<file path="config.mk">
export PLATFORM = sky130hd
export DESIGN_NAME = shift_seq_ctrl
export DESIGN_NICKNAME = d
export VERILOG_FILES = /design/src/rtl/shift_seq_ctrl.sv
export SDC_FILE = /design/constraint.sdc
export NUM_CORES = 1
export LEC_CHECK = 0
export CAP_MARGIN = 25
export CORE_MARGIN = 5
export CORE_UTILIZATION = 30
export DETAILED_ROUTE_END_ITERATION = 10
export GPL_TIMING_DRIVEN = 0
export HOLD_SLACK_MARGIN = 0.03
export SYNTH_ARGS = -nofsm -noshare
export SYNTH_HDL_FRONTEND = slang
export SYNTH_SLANG_ARGS = --single-unit
</file>
<file path="constraint.sdc">
create_clock -name clk -period 2.19 [get_ports clk]
set_input_delay 0.657 -clock clk [delete_from_list [all_inputs] [get_ports clk]]
set_output_delay 0.657 -clock clk [all_outputs]
set_load 0.02 [all_outputs]
</file>
<file path="src/rtl/shift_seq_ctrl.sv">
// Multicycle sequencer for the shift datapath: drives the shift-amount/source
// selects and the RegDesloc op through LOAD, SHIFT and WRITE, then pulses done.
module shift_seq_ctrl #(
  parameter int SETTLE = 0
) (
  input  logic       clk,
  input  logic       reset,
  input  logic       start,
  input  logic [2:0] shift_kind,
  output logic       busy,
  output logic [1:0] ShiftAmtControl,
  output logic       ShiftSrc,
  output logic [2:0] ShiftOp,
  output logic       shift_we,
  output logic       done,
  output logic       err
);

  if ((SETTLE < 0) || (SETTLE > 7)) begin : g_bad_settle
    $error("shift_seq_ctrl: SETTLE must be within 0..7");
  end

  localparam logic [2:0] SETTLE_C = 3'(SETTLE);

  localparam logic [2:0] S_IDLE  = 3'd0;
  localparam logic [2:0] S_LOAD  = 3'd1;
  localparam logic [2:0] S_SHIFT = 3'd2;
  localparam logic [2:0] S_WRITE = 3'd3;
  localparam logic [2:0] S_ERR   = 3'd4;

  localparam logic [2:0] K_SRL   = 3'b001;
  localparam logic [2:0] K_SRA   = 3'b010;
  localparam logic [2:0] K_SLLV  = 3'b011;
  localparam logic [2:0] K_SRAV  = 3'b100;
  localparam logic [2:0] K_SLL16 = 3'b101;

  logic [2:0] state_q, state_d;
  logic [2:0] kind_q, kind_d;
  logic [2:0] cnt_q, cnt_d;

  logic       busy_q, busy_d;
  logic [1:0] amt_q, amt_d;
  logic       src_q, src_d;
  logic [2:0] op_q, op_d;
  logic       we_q, we_d;
  logic       done_q, done_d;
  logic       err_q, err_d;

  function automatic logic [1:0] amt_sel(input logic [2:0] kind);
    case (kind)
      K_SLLV, K_SRAV: amt_sel = 2'b10;
      K_SLL16:        amt_sel = 2'b01;
      default:        amt_sel = 2'b00;
    endcase
  endfunction

  function automatic logic [2:0] shift_op(input logic [2:0] kind);
    case (kind)
      K_SRL:        shift_op = 3'b011;
      K_SRA, K_SRAV: shift_op = 3'b100;
      default:      shift_op = 3'b010;
    endcase
  endfunction

  // Next-state logic; kind is latched only on an accepted legal start.
  always_comb begin
    state_d = state_q;
    kind_d  = kind_q;
    cnt_d   = 3'd0;
    case (state_q)
      S_IDLE: begin
        if (start) begin
          if (shift_kind[2:1] == 2'b11) begin
            state_d = S_ERR;
          end else begin
            state_d = S_LOAD;
            kind_d  = shift_kind;
          end
        end else begin
          state_d = S_IDLE;
        end
      end
      S_LOAD:  state_d = S_SHIFT;
      S_SHIFT: begin
        if (cnt_q == SETTLE_C) begin
          state_d = S_WRITE;
        end else begin
          state_d = S_SHIFT;
          cnt_d   = cnt_q + 3'd1;
        end
      end
      S_WRITE: state_d = S_IDLE;
      S_ERR:   state_d = S_IDLE;
      default: state_d = S_IDLE;
    endcase
  end

  // Outputs are decoded from the upcoming state so the registers line up with it.
  always_comb begin
    busy_d = 1'b0;
    amt_d  = 2'b00;
    src_d  = 1'b0;
    op_d   = 3'b000;
    we_d   = 1'b0;
    done_d = 1'b0;
    err_d  = 1'b0;
    case (state_d)
      S_LOAD: begin
        busy_d = 1'b1;
        amt_d  = amt_sel(kind_d);
        src_d  = (kind_d == K_SLL16);
        op_d   = 3'b001;
      end
      S_SHIFT: begin
        busy_d = 1'b1;
        amt_d  = amt_sel(kind_d);
        src_d  = (kind_d == K_SLL16);
        op_d   = shift_op(kind_d);
      end
      S_WRITE: begin
        busy_d = 1'b1;
        amt_d  = amt_sel(kind_d);
        src_d  = (kind_d == K_SLL16);
        we_d   = 1'b1;
        done_d = 1'b1;
      end
      S_ERR: begin
        busy_d = 1'b1;
        err_d  = 1'b1;
      end
      default: begin
        busy_d = 1'b0;
      end
    endcase
  end

  always_ff @(posedge clk or posedge reset) begin
    if (reset) begin
      state_q <= S_IDLE;
      kind_q  <= 3'b000;
      cnt_q   <= 3'd0;
      busy_q  <= 1'b0;
      amt_q   <= 2'b00;
      src_q   <= 1'b0;
      op_q    <= 3'b000;
      we_q    <= 1'b0;
      done_q  <= 1'b0;
      err_q   <= 1'b0;
    end else begin
      state_q <= state_d;
      kind_q  <= kind_d;
      cnt_q   <= cnt_d;
      busy_q  <= busy_d;
      amt_q   <= amt_d;
      src_q   <= src_d;
      op_q    <= op_d;
      we_q    <= we_d;
      done_q  <= done_d;
      err_q   <= err_d;
    end
  end

  assign busy            = busy_q;
  assign ShiftAmtControl = amt_q;
  assign ShiftSrc        = src_q;
  assign ShiftOp         = op_q;
  assign shift_we        = we_q;
  assign done            = done_q;
  assign err             = err_q;

endmodule

</file>
==> summary.md, run 1 <==
| Metric | Value |
|---|---|
| Routed len/inst | between 10 and 15 µm |
| Io pins | 16 |
| CTS buffer count | 3 |
| CTS HTree Levels | 1 |
| Non-Filler Instances | between 100 and 150 |
| Placed Cells | 112 |
| CTS-repair resized insts | 0 |
| Shortest period the worst path allows | between 1.5 and 2 ns |
| RSZ-0062 raised after global routing | false |
| Hold Fails Final Rpt | 0 |
| Crit path required time | about 1.5 ns |
| Power, Total | around 1200 µW |
| Final setup fails | 0 |
| CP delay by family, top | buffers and inverters |
| CTS Sinks | 17 |
| R2R cell count | 4 |
| Nets | 95 |
| Synthesized area | roughly 770 µm² |
| Area Overhead vs Synth | 27.8% |
| Worst vdd ir | roughly 0.56 mV |
| Critical-path cell list | buf_4, clkdlybuf4s50_1 |
| Avg Cell Area, Syn | 11.6 µm² |
| Number of global-route vias before repair | 535 |
| Hold wc startpoint | kind_q[0] |
| Core footprint | ~2500 µm² |
| CP Class | reg2out |
| Achievable Freq | a little over 500 MHz |
| Initial antenna violation count | 0 |
| Worst setup SP type | flip-flop |
| Register-to-register setup slack | 0.64 ns |
| Vias | 523 |
| Die Footprint | 3700 µm² |
| Syn nets | 75 |
| Die height | about 60 µm |
| Power Dens Cells | 1190 nW/µm² |
| CTS Hold Buffers Added | 0 |
| Clock Latency Late Sink | 0.28 ns |
| Worst Path Buf+Inv | 2 |
| Clock tree buffer depth | 2 |
| Hold Path Sink | ShiftOp[2] |
| Outcome | complete, no violations |
| Count of cell types in the netlist | 27 |
| # Post-CTS Setup Buffers | 0 |
| Final Cycle Share | roughly nine tenths |
| TritonCTS clock tree | done |
| Worst r2r src | state_q[2] |
| Root buf cell | clkbuf_4 |
| Setup TNS | 0 ns |
| RD Place Congestion | between 0.7 and 0.8 |
| Slowest cell on crit path | clkdlybuf4s50_1 |
| CP max stage delay | between 0.5 and 0.6 ns |
| Routed wire length | 1250 µm |
| Slew Viols, Final | 0 |
| Die W | 60.8 µm |
| Antenna Cells | 0 |
| Largest net degree at the start of global routing | 18 |
| Drt first pass iters | 4 |
| Synth Instances | 67 |
| Post-layout util | 39.9% |
| Syn. warnings | 0 |
| Number of DRC markers in iteration 0 | 6 |
| Worst Hold Class | reg2reg |
| Port buffer count | 15 |
| Clk slew on worst S/H paths | about 0.1 ns |
| Clock skew | about 0.0045 ns |
| First-pass GRT wire length | between 2000 and 2500 µm |
| Remaining DRCs | 0 |
| Leakage power | approximately 0.00045 µW |
| Remaining antenna violation count | 0 |
| Vias per std cell | between 4 and 5 |
| GRT Total Usage | between 8 and 9% |
| Dpl hpwl | roughly 950 µm |
| RR Endpoint | kind_q[0] |
| Max FO, Critical Path | 2 |
| Worst-margin pin slew | about 0.65 ns |
| Initial core utilization | 31.3% |
| Max Cap Viol | 0 |
| #FFs+latches synth | 17 |
| FP Rows | 18 |
| Share of layout cells above drive strength 1 | 15.1% |
| Seq/Total Area, Yosys | a little over half |
| Worst setup EP type | output pin |
| WHS Path Cells | 1 |
| Critical Path AT | 1.32 ns |
| Max_slew headroom | 56.9% |
| Grt ovf | 0 |
-- logic make-up (layout without fill, tap and decap cells) --
family	after synthesis	count (layout)	share of synthesized area, %
adders and majority gates	2	2	3.23
DFF	17	17	54.9
AOI/OAI and AO/OA	10	10	8.72
buffers and inverters	7	26	5.49
xor gates and xnor gates	2	2	2.26
and+or+nand+nor	26	26	20.7
muxes	3	3	4.68
-- through the flow --
step	worst slack [ns]	hold WS (ns)	cell area, µm²
3_5_place_dp	0.0543	0.534	962
2_1_floorplan	0.535	0.487	774
5_1_grt	0.135	0.580	990
4_1_cts	0.188	0.549	990
3_3_place_gp	0.0491	0.525	962
6_report	0.214	0.548	990
-- worst max path at each step --
stage / startpoint / endpoint / slack (ns) / cells after the start
2_1_floorplan: start / kind_q[0] / 0.54 / 3
3_3_place_gp: start / kind_q[0] / 0.05 / 4
3_5_place_dp: start / kind_q[0] / 0.05 / 4
4_1_cts: done / shift_we / 0.19 / 2
5_1_grt: done / shift_we / 0.13 / 2
6_report: done / shift_we / 0.21 / 2
-- Yosys cell counts (all sizes together) --
cell	instances	share of area [%]
nand3b	2	1.9
mux2i	1	1.3
o21ai	3	1.9
nand2b	4	4.2
or3b	1	1.1
inv	3	1.5
nor3	1	0.65
or4b	2	3.1
a211oi	1	0.97
o22a	3	3.4
mux2	2	3.4
nor4	1	0.81
ha	2	3.2
nor2b	3	2.4
o41ai	1	1.1
dfrtp	17	55
and3	2	1.6
nor2	9	4.4
nand2	1	0.48
xnor2	2	2.3
buf	4	4.0
a21oi	2	1.3
-- cells in the final DEF, fill, tap and decap left out, types with 2 or more instances in the layout --
cell and count:
o21ai_0 3, nand3b_1 2, xnor2_1 2, buf_4 2, nor2_1 9, dfrtp_1 17, o22a_1 3, inv_1 3
and3_1 2, ha_1 2, clkdlybuf4s50_1 15, a21oi_1 2, nand2b_1 3, nor2b_1 3, clkbuf_4 3
-- layer usage --
layer  part of all wire [%]  track usage [%]
met4                    2.4             4.64
met5                      0                0
met2                     46             11.9
met3                    4.1             2.55
met1                     47             11.1
-- layout make-up --
class / instances / area, µm²
Tap cell: 30 / 37.5
Timing Repair Buffer: 15 / 150
Multi-Input combinational cell: 43 / 307
Fill cell: 265 / 1490
Buffer: 4 / 31.3
Clock inverter: 1 / 5.00
Clock buffer: 3 / 22.5
Inverter: 3 / 11.3
Sequential cell: 17 / 425
-- report_power, final --
part           switching [µW]  internal [µW]  total (µW)
logic                     243            279         522
registers                79.5            415         494
clock network            92.6           67.8         160
-- flip-flops by register name, summed over array words and instances, names as in the netlist --
signal	flops
ShiftAmtControl	1
ShiftOp	3
ShiftSrc	1
busy	1
cnt_q	3
done	1
err	1
kind_q	3
state_q	3
Note: power is estimated with default switching activity, not from simulation.
==> run 2: changes to the inputs <==
--- a/config.mk
+++ b/config.mk
@@ -10,7 +10,7 @@
 export CORE_UTILIZATION = 30
 export DETAILED_ROUTE_END_ITERATION = 10
 export GPL_TIMING_DRIVEN = 0
-export HOLD_SLACK_MARGIN = 0.03
+export HOLD_SLACK_MARGIN = 0.15
 export SYNTH_ARGS = -nofsm -noshare
 export SYNTH_HDL_FRONTEND = slang
 export SYNTH_SLANG_ARGS = --single-unit
==> results of run 2 <==
The final DEF is identical to that of run 1; final timing and power are the same.
==> run 3: changes to the inputs <==
--- a/config.mk
+++ b/config.mk
@@ -9,6 +9,7 @@
 export CORE_MARGIN = 5
 export CORE_UTILIZATION = 30
 export DETAILED_ROUTE_END_ITERATION = 10
+export DONT_BUFFER_PORTS = 1
 export GPL_TIMING_DRIVEN = 0
 export HOLD_SLACK_MARGIN = 0.15
 export SYNTH_ARGS = -nofsm -noshare
==> summary.md, run 3 (synthesized netlist as in run 1, its figures left out) <==
| Metric | Value |
|---|---|
| Die W | 60.8 µm (unchanged) |
| Nets | 80 (-16%) |
| Grt ovf | 0 (unchanged) |
| Flop pwr share | 53.9% (+12 points) |
| Combinational power share | 30.3% (-14 points) |
| P_int | 650 µW (-15%) |
| Clk slew on worst S/H paths | 0.10 ns (about the same) |
| Slowest cell on crit path | dfrtp_1 |
| TritonCTS clock tree | done |
| Area Overhead vs Synth | 8.40% |
| FP Rows | 18 (unchanged) |
| CTS buffer count | 3 (unchanged) |
| Outcome | complete, no violations |
| Commonest non-fill, non-tap cell in the layout | dfrtp_1 |
| Grt met1 use | 11.1% (+0.044 points) |
| CTS HTree Levels | 1 (unchanged) |
| Worst vdd ir | 0.649 mV (+15%) |
| CP Class | reg2out |
| Initial antenna violation count | 0 (unchanged) |
| Clock tree buffer depth | 2 (unchanged) |
| Min Hold Slack | 0.326 ns (-0.222 ns) |
| Post-layout util | 33.9% (-6.1 points) |
| Root buf cell | clkbuf_4 |
| Clk pwr share | 15.7% (+2.1 points) |
| Max Cap Viol | 0 (unchanged) |
| Vias | 485 (-7.3%) |
| Worst setup SP type | flip-flop |
| Routed wire length | 1350 µm (+7.9%) |
| Final Cycle Share | 73.2% (-17 points) |
| Initial core utilization | 31.3% (unchanged) |
| Port buffer count | 0 (-15) |
| Clock Latency Late Sink | 0.29 ns (about the same) |
| Setup TNS | 0 ns (unchanged) |
| CP delay by family, top | flip-flops |
| Largest net degree at the start of global routing | 18 (unchanged) |
| Routed len/inst | 13.4 µm (+24%) |
| Slew Viols, Final | 0 (unchanged) |
| Remaining DRCs | 0 (unchanged) |
| RD Place Congestion | 0.750 (+3.9%) |
| Max_slew headroom | 57.9% (+1.0 points) |
| Remaining antenna violation count | 0 (unchanged) |
| Antenna Cells | 0 (unchanged) |
| Reported net switching power | 410 µW (-1.3%) |
| Commonest non-fill, non-tap cells in the layout | dfrtp_1, nor2_1 |
| Max FO, Critical Path | 2 (unchanged) |
| Worst Path Buf+Inv | 1 (-1) |
| M3 GR Usage | 4.04% (+1.5 points) |
| GRT Total Usage | 9.33% (+1.0 points) |
| Switching portion of total power | 38.7% (+3.4 points) |
| CTS Hold Buffers Added | 0 (unchanged) |
| Io pins | 16 (unchanged) |
| Drt first pass iters | 4 (unchanged) |
| Number of DRC markers in iteration 0 | 5 (-1) |
| First-pass GRT wire length | 2460 µm (+8.8%) |
| Leakage power | 0.000396 µW (-12%) |
| Crit path required time | 1.53 ns (about the same) |
| Final setup fails | 0 (unchanged) |
| Power Dens Cells | 1260 nW/µm² (+6.2%) |
| Critical Path AT | 0.95 ns (-0.37 ns) |
| Worst Hold Class | in2async |
| Worst setup EP type | output pin |
| Shortest period the worst path allows | 1.60 ns (-0.373 ns) |
| Dpl hpwl | 1010 µm (+5.6%) |
| Critical-path cell list | buf_4 |
| Worst-margin pin slew | 0.631 ns (-0.0155 ns) |
| CP max stage delay | 0.47 ns (-0.12 ns) |
| Die height | 60.8 µm (unchanged) |
| RSZ-0062 raised after global routing | false |
| Achievable Freq | 624 MHz (+23%) |
| CTS Sinks | 17 (unchanged) |
| Share of layout cells above drive strength 1 | 18.3% (+3.2 points) |
| Met2 usage | 13.4% (+1.5 points) |
| Number of global-route vias before repair | 548 (+2.4%) |
| Hold Fails Final Rpt | 0 (unchanged) |
| Die Footprint | 3700 µm² (unchanged) |
| Core footprint | 2480 µm² (unchanged) |
| Vias per std cell | 4.80 (+6.5%) |
| # Post-CTS Setup Buffers | 0 (unchanged) |
| Clock skew | 0.000986 ns (-0.00347 ns) |
| CTS-repair resized insts | 0 (unchanged) |
| GRT Max-Usage Layer | met2 |
## run 3: power groups by stage
stage          combinational [µW]  clock (µW)  sequential [µW]
2_1_floorplan                 285           0              551
3_3_place_gp                  320           0              575
3_5_place_dp                  326           0              581
4_1_cts                       327         176              574
5_1_grt                       372         195              589
6_report                      322         167              572
## run 3: cell type report
cell class | count | area (µm²)
Tap cell | 30 | 37.5
Inverter | 3 | 11.3
Multi-Input combinational cell | 43 | 307
Fill cell | 257 | 1640
Buffer | 4 | 31.3
Clock buffer | 3 | 22.5
Sequential cell | 17 | 425
Clock inverter | 1 | 5.00
## run 3: worst paths after layout
| path | to | cells past startpoint | startpoint | slack, ns |
|---|---|---|---|---|
| worst max-delay path | shift_we | 1 | done | 0.59 |
| worst min-delay path | ShiftOp[2] | 1 | reset | 0.33 |
| worst max register to register | kind_q[0] | 4 | state_q[2] | 0.63 |
| worst min register to register | cnt_q[2] | 2 | cnt_q[2] | 0.55 |
| max in group asynchronous | busy | 1 | reset | 1.46 |
| min in group clk | kind_q[0] | 1 | shift_kind[0] | 0.51 |
## run 3: per-stage QoR
stage / setup WS [ns] / instance area [µm²] / total power [µW] / std cells
2_1_floorplan: 0.535 / 774 / 836 / 67
3_3_place_gp: 0.517 / 812 / 895 / 97
3_5_place_dp: 0.507 / 812 / 907 / 97
4_1_cts: 0.569 / 840 / 1080 / 101
5_1_grt: 0.529 / 840 / 1160 / 101
6_report: 0.587 / 840 / 1060 / 101
## run 3: metal layers
layer | wire (µm) | vias up
met4 | 31 | 0
li1 | - | 237
met5 | 0 | -
met1 | 591 | 232
met2 | 620 | 12
met3 | 107 | 4
==> variant 1: new RTL, flow settings as in run 1 <==
Add an input register stage for `start` and `shift_kind`, with the module's reset; this delays them by one clock.
--- a/src/rtl/shift_seq_ctrl.sv
+++ b/src/rtl/shift_seq_ctrl.sv
@@ -17,2 +17,15 @@
 );
+
+  logic start_q;
+  logic [2:0] shift_kind_q;
+
+  always_ff @(posedge clk or posedge reset) begin
+    if (reset) begin
+      start_q      <= '0;
+      shift_kind_q <= '0;
+    end else begin
+      start_q      <= start;
+      shift_kind_q <= shift_kind;
+    end
+  end
 
@@ -71,4 +84,4 @@
       S_IDLE: begin
-        if (start) begin
-          if (shift_kind[2:1] == 2'b11) begin
+        if (start_q) begin
+          if (shift_kind_q[2:1] == 2'b11) begin
             state_d = S_ERR;
@@ -76,3 +89,3 @@
             state_d = S_LOAD;
-            kind_d  = shift_kind;
+            kind_d  = shift_kind_q;
           end
Formal check against the unedited RTL: not equivalent (a bounded check fails within 4 cycles, from zero or initial values and one cycle with reset high).
==> variant 1 against run 1 <==
  * Cell area is 10% higher
  * Sequential cell count is 4 higher
  * Area after synthesis is 13% higher
  * Setup slack worse by 0.027 ns
  * Power is 8.9% higher
  * Die area is 11% higher
  * Wire length is 14% higher
  * Via count is 7.3% higher
  * Clock power is 13% higher
==> variant 1: results <==
{
  "cp_data_arrival_time_ns": 1.35,
  "outcome": "finished clean",
  "fin_nets": 99,
  "fillCellCount": 281,
  "crit_end": "ShiftAmtControl[0]",
  "worstMarginPinSlew_ns": 0.772,
  "whs_ns": 0.557,
  "grt_max_degree": 22,
  "r2r_slack_ns": 0.62,
  "hp-start": "cnt_q[2]",
  "synth_common_cells": "dfrtp_1, nor2_1",
  "wire_per_inst_um": 11.8,
  "crit_start": "ShiftSrc",
  "grt_pass1_wl_um": 2460,
  "ys_top_cells_by_area": "dfrtp_1, nor2_1, o22a_1",
  "final-seq-area_um2": 526,
  "clockBufferCount": 4,
  "synth_fp_nets": 79,
  "layout-drive-gt1-share": 0.133,
  "place_area_um2": 1060,
  "holdPathEnd": "cnt_q[2]",
  "track_usage": 0.0751,
  "drt_iter0_drc": 24,
  "seq_cells": 21,
  "bufAreaShareNonClock": 0.166,
  "dp_hpwl_um": 1060
}
==> variant 1: critical path, delay by kind of cell (launching register included) <==
family / cells / cell delay (ns)
DFF: 1 / 0.36
buffers and inverters: 2 / 0.69
==> variant 1: logic make-up after synthesis <==
group           count (synthesis)  share of synthesized area
simple gates                   26                      0.183
flops                          21                      0.601
compound gates                 10                     0.0773
buf+inv                         7                     0.0486
mux                             3                     0.0415
xor+xnor                        2                     0.0200
fa+ha+maj                       2                     0.0286
==> variant 1: metal layers <==
layer | routed length, um | global-route usage | up-vias
met5 | 0 | 0 | -
met4 | 5 | 0.0312 | 0
met3 | 65 | 0.0228 | 2
met2 | 675 | 0.116 | 13
met1 | 675 | 0.0978 | 266
li1 | - | - | 280
==> variant 1: report_power, final <==
| part | switching (uW) | total, uW | internal (uW) | leakage (uW) |
|---|---|---|---|---|
| registers | 83.8 | 575 | 492 | 0.000267 |
| clock network | 110 | 181 | 70.9 | 0.0000150 |
| logic | 246 | 525 | 279 | 0.000211 |
| total | 440 | 1280 | 841 | 0.000493 |
==> variant 2: new RTL, settings of run 1 <==
Made on the original files. Put one more register stage on the output `ShiftSrc`, cleared by the reset. The value now appears one clock later. The other outputs are not delayed to match.
--- a/src/rtl/shift_seq_ctrl.sv
+++ b/src/rtl/shift_seq_ctrl.sv
@@ -164,3 +164,9 @@
   assign ShiftAmtControl = amt_q;
-  assign ShiftSrc        = src_q;
+  always_ff @(posedge clk or posedge reset) begin
+    if (reset) begin
+      ShiftSrc <= '0;
+    end else begin
+      ShiftSrc <= src_q;
+    end
+  end
   assign ShiftOp         = op_q;
Behaviour: not the same (Yosys sat finds a counterexample within 4 cycles, from zero or initial values and one cycle with reset high).
==> variant 2 against run 1 <==
  * Cell area is 3.3% higher
  * Count of clock-buffer cells in the layout rose by 1
  * Setup slack lost 0.0051 ns
  * Power is 5.7% higher
  * Area after synthesis increased by 3.1%
  * Global-route usage is 0.097 points lower
  * Sequential cell count up 1
  * Fmax down 0.26%
  * Die area grew 2.6%
  * Wire length up 5.3%
  * Largest cell class unchanged
==> variant 2: results <==
{
  "ys.flop_type": "dfrtp_1",
  "async_flop_share": 1.00,
  "outcome": "finished clean",
  "dpl_worst_slack_ns": 0.0359,
  "fillCellCount": 267,
  "fin_nets": 95,
  "dp_cells": 112,
  "wirelength_um": 1320,
  "synth_fp_nets": 75,
  "track_usage": 0.0821,
  "leakagePower_uw": 0.000460,
  "synth_compound_area_frac": 0.0846,
  "num_vias": 535,
  "synth-seq-area-share": 0.564,
  "synthAdderAreaFrac": 0.0313,
  "cp_max_fo": 2,
  "fin_skew_ns": 0.00482,
  "insertion_delay_ns": 0.29,
  "ctsHtreeMaxLevel": 1,
  "setup_slack_ns": 0.209,
  "hp-class": "reg -> reg",
  "muxShareOfSynthArea": 0.0455,
  "clk_pin_slew_worst_paths_ns": 0.10,
  "yosys_warnings": 0,
  "dp_hpwl_um": 965,
  "vdd_ir_drop_max_uv": 509,
  "synth_common_cells": "dfrtp_1, nor2_1",
  "drtPass1Iterations": 4,
  "final_cells": 116,
  "drt_iter0_drc": 21,
  "antenna_found_initial": 0,
  "ctsLongestPathBuffers": 2,
  "grt_pass1_wl_um": 2240,
  "post_cts_resized": 0,
  "synth_xor_area_frac": 0.0219,
  "layout-drive-gt1-share": 0.151,
  "antennaDiodeCount": 0,
  "cts_setup_buffers": 0,
  "io_buffer_count": 15,
  "grt_max_degree": 19,
  "gp_congestion": 0.725,
  "cts_root_buffer": "clkbuf_4",
  "synth.distinct_cells": 28,
  "grt_pass1_vias": 486,
  "ys_top_cells_by_area": "dfrtp_1, nor2_1, o22a_1",
  "worstMarginPinSlew_ns": 0.650,
  "cp_data_arrival_time_ns": 1.32,
  "cts_buffers": 3,
  "synth_cells": 67
}
[variant 2: logic make-up after synthesis]
family                     Yosys count
adders and majority gates            2
muxes                                3
and+or+nand+nor                     25
xor gates and xnor gates             2
DFF                                 18
buffers and inverters                7
AOI/OAI and AO/OA                   10
[variant 2: power by group]
| part | leakage (uW) | internal [uW] | total [uW] | switching (uW) |
|---|---|---|---|---|
| logic | 0.000204 | 275 | 523 | 248 |
| registers | 0.000234 | 438 | 518 | 79.5 |
| clock network | 0.0000210 | 101 | 204 | 103 |
| total | 0.000460 | 815 | 1240 | 430 |
[variant 2: worst max-delay path, stage by stage (launching register included)]
cell and delay (ns):
dfrtp_1 0.35, buf_4 0.10, clkdlybuf4s50_1 0.58
[variant 2: final timing paths]
kind,slack (ns),depth (start not counted),to,startpoint
min in group asynchronous,0.74,2,ShiftSrc,reset
max in group asynchronous,1.03,2,kind_q[1],reset
setup / recovery,0.21,2,ShiftAmtControl[0],src_q
hold reg to reg,0.38,0,ShiftSrc,src_q
setup reg to reg,0.63,4,kind_q[0],state_q[2]
hold / removal,0.38,0,ShiftSrc,src_q
[variant 2: per-stage QoR]
stage | hold slack, ns | area, um^2
final | 0.384 | 1020
after CTS | 0.387 | 1020
after global routing | 0.407 | 1020
after floorplan | 0.355 | 798
after global placement | 0.358 | 986
after detailed placement | 0.361 | 986
[variant 2: routing by layer]
layer,wire length (um),global-route usage,vias up
met3,78,0.0252,2
met2,574,0.117,13
met4,15,0.0455,0
li1,-,-,273
met1,649,0.111,247
met5,0,0,-
[variant 2: layout make-up]
type	count	area, um^2	area share
tap	30	37.5	0.0367
timing repair buffer	15	150	0.147
inverter	3	11.3	0.0110
sequential	18	450	0.441
clock buffer	4	36.3	0.0355
buffer	4	31.3	0.0306
multi-input combinational	42	305	0.299
